File: src/rtl/regfile_scoreboard_pkg.sv
// +--------------------------------------------------------------------------+
// | regfile_scoreboard_pkg                                                   |
// | Shared sizing constants and helpers for the register-file scoreboard.    |
// | Rev 1.0                                                                  |
// +--------------------------------------------------------------------------+
`default_nettype none

package regfile_scoreboard_pkg;

   localparam int REG_ADDR_WIDTH  = 5;
   localparam int NUM_REGISTERS   = 32;
   localparam int SB_CNT_W        = 2;
   localparam int SB_MAX_INFLIGHT = 4;

   // Largest value a pending counter of the given width can hold.
   function automatic int sb_sat_value(input int width);
      return (1 << width) - 1;
   endfunction

endpackage

`default_nettype wire

File: src/rtl/regfile_scoreboard_sb_slot_counter.sv
// +--------------------------------------------------------------------------+
// | sb_slot_counter                                                          |
// | Per-register pending-write counter: net-zero, saturating, underflow-safe.|
// | Rev 1.0                                                                  |
// +--------------------------------------------------------------------------+
`default_nettype none

module sb_slot_counter
   import regfile_scoreboard_pkg::*;
#(
   parameter int CNT_W = SB_CNT_W
) (
   input  logic             CLK,
   input  logic             RSTn,
   input  logic             flush,
   input  logic             inc,
   input  logic             dec,
   output logic [CNT_W-1:0] cnt,
   output logic             busy,
   output logic             sat,
   output logic             underflow
);

   localparam logic [CNT_W-1:0] SAT_VAL = CNT_W'(sb_sat_value(CNT_W));

   logic dec_hit;

   assign busy      = (cnt != '0);
   assign sat       = (cnt == SAT_VAL);
   assign underflow = dec && !busy;
   assign dec_hit   = dec && busy;

   // A retiring write with nothing pending leaves the count alone.
   always_ff @(posedge CLK or negedge RSTn) begin
      if (!RSTn) begin
         cnt <= '0;
      end else if (flush) begin
         cnt <= '0;
      end else if (inc && !dec_hit && !sat) begin
         cnt <= cnt + 1'b1;
      end else if (dec_hit && !inc) begin
         cnt <= cnt - 1'b1;
      end
   end

endmodule

`default_nettype wire

File: src/rtl/regfile_scoreboard.sv
// +--------------------------------------------------------------------------+
// | regfile_scoreboard                                                       |
// | Issue-stage RAW/WAW/capacity scheduler for the 2R/1W register file.      |
// | Optional same-cycle writeback bypass: SCOREBOARD_WB_BYPASS_EN            |
// | Rev 1.0                                                                  |
// +--------------------------------------------------------------------------+
`default_nettype none

module regfile_scoreboard
   import regfile_scoreboard_pkg::*;
#(
   parameter int NUM_REGS     = NUM_REGISTERS,
   parameter int CNT_W        = SB_CNT_W,
   parameter int MAX_INFLIGHT = SB_MAX_INFLIGHT
) (
   input  logic                              CLK,
   input  logic                              RSTn,
   input  logic                              flush,
   input  logic                              issue_valid,
   output logic                              issue_ready,
   input  logic [REG_ADDR_WIDTH-1:0]         issue_rs1_addr,
   input  logic [REG_ADDR_WIDTH-1:0]         issue_rs2_addr,
   input  logic                              issue_uses_rs1,
   input  logic                              issue_uses_rs2,
   input  logic [REG_ADDR_WIDTH-1:0]         issue_rd_addr,
   input  logic                              issue_rd_we,
   input  logic                              wb_valid,
   input  logic [REG_ADDR_WIDTH-1:0]         wb_rd_addr,
   output logic                              rf_read_enable,
   output logic [$clog2(MAX_INFLIGHT+1)-1:0] inflight_cnt,
   output logic                              underflow_err
`ifdef SCOREBOARD_WB_BYPASS_EN
   ,
   output logic                              fwd_rs1_sel,
   output logic                              fwd_rs2_sel
`endif
);

   localparam int                INFL_W   = $clog2(MAX_INFLIGHT + 1);
   localparam logic [INFL_W-1:0] INFL_MAX = INFL_W'(MAX_INFLIGHT);
   localparam logic [CNT_W-1:0]  CNT_ONE  = CNT_W'(1);

   logic [CNT_W-1:0]    cnt [NUM_REGS];
   logic [NUM_REGS-1:0] busy;
   logic [NUM_REGS-1:0] sat;
   logic [NUM_REGS-1:0] underflow;

   logic wb_live;
   logic wb_retire;
   logic fire;
   logic alloc;
   logic rd_tracked;
   logic src1_pending;
   logic src2_pending;
   logic src1_hz;
   logic src2_hz;
   logic waw_hz;
   logic cap_hz;

   // x0 is never tracked.
   assign cnt[0]       = '0;
   assign busy[0]      = 1'b0;
   assign sat[0]       = 1'b0;
   assign underflow[0] = 1'b0;

   assign wb_live    = wb_valid && !flush && (wb_rd_addr != '0);
   assign wb_retire  = wb_live && busy[wb_rd_addr];
   assign rd_tracked = issue_rd_we && (issue_rd_addr != '0);
   assign fire       = issue_valid && issue_ready;
   assign alloc      = fire && rd_tracked;

   generate
      for (genvar i = 1; i < NUM_REGS; i++) begin : g_slot
         sb_slot_counter #(
            .CNT_W (CNT_W)
         ) u_slot (
            .CLK       (CLK),
            .RSTn      (RSTn),
            .flush     (flush),
            .inc       (alloc && (issue_rd_addr == REG_ADDR_WIDTH'(i))),
            .dec       (wb_live && (wb_rd_addr == REG_ADDR_WIDTH'(i))),
            .cnt       (cnt[i]),
            .busy      (busy[i]),
            .sat       (sat[i]),
            .underflow (underflow[i])
         );
      end
   endgenerate

   assign src1_pending = issue_uses_rs1 && (issue_rs1_addr != '0) && (cnt[issue_rs1_addr] != '0);
   assign src2_pending = issue_uses_rs2 && (issue_rs2_addr != '0) && (cnt[issue_rs2_addr] != '0);

`ifdef SCOREBOARD_WB_BYPASS_EN
   // The last outstanding write retiring this cycle can be forwarded.
   assign fwd_rs1_sel = src1_pending && wb_live && (wb_rd_addr == issue_rs1_addr)
                        && (cnt[issue_rs1_addr] == CNT_ONE);
   assign fwd_rs2_sel = src2_pending && wb_live && (wb_rd_addr == issue_rs2_addr)
                        && (cnt[issue_rs2_addr] == CNT_ONE);
   assign src1_hz     = src1_pending && !fwd_rs1_sel;
   assign src2_hz     = src2_pending && !fwd_rs2_sel;
`else
   assign src1_hz     = src1_pending;
   assign src2_hz     = src2_pending;
`endif

   assign waw_hz = rd_tracked && sat[issue_rd_addr];
   assign cap_hz = rd_tracked && (inflight_cnt == INFL_MAX);

   assign issue_ready    = RSTn && !flush && !src1_hz && !src2_hz && !waw_hz && !cap_hz;
   assign rf_read_enable = fire;

   always_ff @(posedge CLK or negedge RSTn) begin
      if (!RSTn) begin
         inflight_cnt <= '0;
      end else if (flush) begin
         inflight_cnt <= '0;
      end else begin
         case ({alloc, wb_retire})
            2'b10:   inflight_cnt <= inflight_cnt + 1'b1;
            2'b01:   inflight_cnt <= inflight_cnt - 1'b1;
            default: inflight_cnt <= inflight_cnt;
         endcase
      end
   end

   always_ff @(posedge CLK or negedge RSTn) begin
      if (!RSTn) begin
         underflow_err <= 1'b0;
      end else if (flush) begin
         underflow_err <= 1'b0;
      end else if (|underflow) begin
         underflow_err <= 1'b1;
      end
   end

`ifndef SCOREBOARD_WB_BYPASS_EN
   // CNT_ONE is only needed by the bypass comparison.
   logic unused_cnt_one;
   assign unused_cnt_one = ^CNT_ONE;
`endif

endmodule

`default_nettype wire
File: config.mk
export PLATFORM = sky130hd
export DESIGN_NAME = regfile_scoreboard
export DESIGN_NICKNAME = d
export VERILOG_FILES = /design/src/rtl/regfile_scoreboard_pkg.sv /design/src/rtl/regfile_scoreboard_sb_slot_counter.sv /design/src/rtl/regfile_scoreboard.sv
export SDC_FILE = /design/constraint.sdc
export NUM_CORES = 1
export LEC_CHECK = 0
export CAP_MARGIN = 10
export CORE_ASPECT_RATIO = 0.6
export CORE_MARGIN = 2
export CORE_UTILIZATION = 55
export DETAILED_ROUTE_END_ITERATION = 8
export GPL_TIMING_DRIVEN = 1
export PLACE_DENSITY = 0.79
export SYNTH_ARGS = -nofsm -noshare
export SYNTH_HDL_FRONTEND = slang
export SYNTH_SLANG_ARGS = --single-unit
File: constraint.sdc
create_clock -name CLK -period 2.9 [get_ports CLK]
set_input_delay 0.435 -clock CLK [delete_from_list [all_inputs] [get_ports CLK]]
set_output_delay 0.435 -clock CLK [all_outputs]
set_load 0.05 [all_outputs]
==> metrics <==
maxcap violations=0; Mapped Avg Cell Area=7.91 µm²; Int Power=1860 µW; Starting Density=57.2%; complex-gate fraction of the synthesized area=20.5%; FF-to-FF Start=g_slot[12].u_slot.cnt[0]; Total Neg Setup Slack=-0.517 ns; Worst R2R End=inflight_cnt[1]; dominant synthesized flop cell=dfrtp_1; Util after Layout=79.7%; Post-synth top cells=92 x nor2_1, 82 x nand2_1, 66 x dfrtp_1; Vias=6844; # hold bufs at CTS=0; Yosys top cell by area=dfrtp_1; Worst-Margin Slew=0.905 ns; Die ar.=11200 µm²; global route overflow=0; DIE HEIGHT=82.8 µm; DRC viols=0; Routed Antenna Nets=0; Final Skew=0.0126 ns; Lkg Pwr=0.00328 µW; first-pass GRT wire length=35900 µm; RSZ-0062 raised after global routing=true; root buffer cell=clkbuf_16; share of the synthesized area in the top cell type=29.0%; Seq pwr share=35.8%; worst hold path class=in -> async; CTS tree=done; max_slew headroom=39.7%; Final Setup Violations=6; Final min period=3.06 ns; vias per cell=6.57; XOR/XNOR Fraction of Synth Area=4.13%; antenna cells=0; Max clock buf depth=2; vias in the first global route=6643; Post-Syn Area=5690 µm²; clock group share of total power=44.6%; Synth-to-Final Area Change=39.2%; reg2reg path depth=11; Total GRT Usage=42.0%; TritonCTS Buffers=9; Peak VDD IR=334 µV; Slew Viols, Final=0; initial drt markers=823; FF-to-FF setup slack=-0.10 ns; Final WS setup=-0.162 ns; WP data required=2.47 ns; Peak Freq=327 MHz; fin nets=930; startpoint types=register; CTS H-Tree Depth=3; Synth Area in Simple Gates=32.0%; adder-cell share of the synthesized area=0.352%; largest family of logic cells by synthesized area=simple AND/OR/NAND/NOR gates; Buffers on Ports=33; number of synthesized register bits=66; count leader, synth=nor2_1; PD cells=330 nW/µm²; Worst EP arrival=2.63 ns; share of layout cells above drive strength 1=31.6%; clk_lat worst skew=0.34 ns; Die X-Extent=135 µm; Cell Rows=28; total I/O pin count=34; nature of the critical path endpoint=output pin; Seq/Total Area, Yosys=29.0%; synth unique cells=77; Gate power share=19.7%; Clock transition at path regs=0.06 ns; synthesized instance count=720; failing checks=setup timing; Setup CP Type=reg -> out; total power=2620 µW; hpwl dp=16900 µm; outcome=complete, but fails checks; proportion of synthesized area in mux cells=9.21%; ys async rst share=100%; Routability Congestion=1.02; core area=9950 µm²; Sw Ratio=28.8%; synth top area cells=dfrtp_1 29%, mux4_2 7.9%, nor2_1 6.1%, nand2_1 5.4%, o21ai_0 5.0%; net count after synthesis=749; largest net degree at the start of global routing=67; Fin. Hold Viols=0; Crit Path Max Fanout=4; antenna violations before repair=0; clock sink count=66; DR pass1 iterations=6; Ys Warns=0; EDFF count, synth=0; switching power=754 µW; drt total wl=23400 µm; Routed wire per std cell=22.5 µm; Final Cycle Share=106%
## per-stage QoR
stage	std cells	setup slack (ns)	hold slack, ns	instance area, µm²
finish	1041	-0.162	0.343	7930
global route	1041	-0.162	0.438	7930
CTS	1034	-0.0761	0.386	7790
detailed placement	1002	-0.623	0.584	7200
global placement	1002	-0.586	0.558	7200
floorplan	720	0.00528	0.139	5710
## worst max-delay path, stage by stage (launching register included)
cell and delay [ns]:
dfrtp_1 0.39, nor2_2 0.35, mux4_2 0.33, mux2i_2 0.08, a221oi_2 0.34, buf_4 0.19
o211a_4 0.17, buf_6 0.12, and3_4 0.19, buf_8 0.14
## power by group through the flow
stage	clock network (µW)	registers [µW]	logic (µW)
2_1_floorplan	0	971	202
3_3_place_gp	0	952	442
3_5_place_dp	0	952	450
4_1_cts	1150	936	482
5_1_grt	1190	937	541
6_report	1170	936	515
## worst max-delay path by stage
stage,slack (ns),start,endpoint,cells after the start
after global placement,-0.59,issue_rs1_addr[2],inflight_cnt[1],10
final,-0.16,g_slot[12].u_slot.cnt[0],rf_read_enable,9
after floorplan,0.005,wb_rd_addr[2],inflight_cnt[1],10
after detailed placement,-0.62,issue_rs1_addr[2],inflight_cnt[1],10
after CTS,-0.08,g_slot[15].u_slot.cnt[1],rf_read_enable,8
after global routing,-0.16,g_slot[15].u_slot.cnt[1],rf_read_enable,10
## layout make-up
class	instances	area (µm²)
Clock inverter	5	60.1
Sequential cell	66	1650
Multi-Input combinational cell	595	3970
Clock buffer	11	253
Fill cell	682	2020
Inverter	16	63.8
Timing Repair Buffer	213	1750
Tap cell	135	169
## state kept, by name, indices dropped and copies added (netlist names)
register,flops
g_slot.u_slot.cnt,62
inflight_cnt,3
underflow_err,1
## cells in the final DEF (no fill, tap or decap), drive strengths merged, types with 4 or more instances in the layout
master         synthesis  layout
a2111oi                4       4
a211o                  4       4
a21o                   6       6
a21oi                 44      44
a221oi                 4       4
a22oi                  4       4
a31oi                  8       8
and2                  30      30
and3                   5       5
buf                   17     184
clkbuf                26      13
clkdlybuf4s50          0      18
dfrtp                 66      66
dlygate4sd2            0       6
inv                   16      16
mux2i                  4       4
mux4                  20      20
nand2                 83      83
nand2b                 5       5
nand3                 30      30
nand4                 15      15
nor2                  93      93
nor2b                  7       7
nor3                  28      28
nor3b                 24      24
nor4                   8       8
o2111ai                7       7
o211ai                11      11
o21ai                 58      58
o21bai                10      10
o22ai                  6       6
or2                    8       8
xnor2                 15      15
xor2                  11      11
## kinds of logic (layout without fill, tap and decap cells)
| group | count (synthesis) | count (layout) |
|---|---|---|
| xor gates and xnor gates | 26 | 26 |
| DFF | 66 | 66 |
| adders and majority gates | 1 | 1 |
| and+or+nand+nor | 357 | 357 |
| AOI/OAI and AO/OA | 184 | 184 |
| buffers and inverters | 59 | 245 |
| muxes | 27 | 27 |
## layer usage
layer / up-vias / part of all wire [%] / GRT usage (%)
met2: 542 / 42 / 60.3
met5: - / 0 / 0
met3: 105 / 15 / 17.0
met1: 3192 / 38 / 56.0
met4: 0 / 4.6 / 17.9
li1: 3005 / - / -
## what timing repair did
action                     in CTS  in global routing
resized for setup              55                 29
gates cloned                    2                  0
buffers inserted               16                  7
pin swaps                       8                  7
setup endpoints to repair      59                 24
No activity file was read; power rests on OpenSTA's default activity.
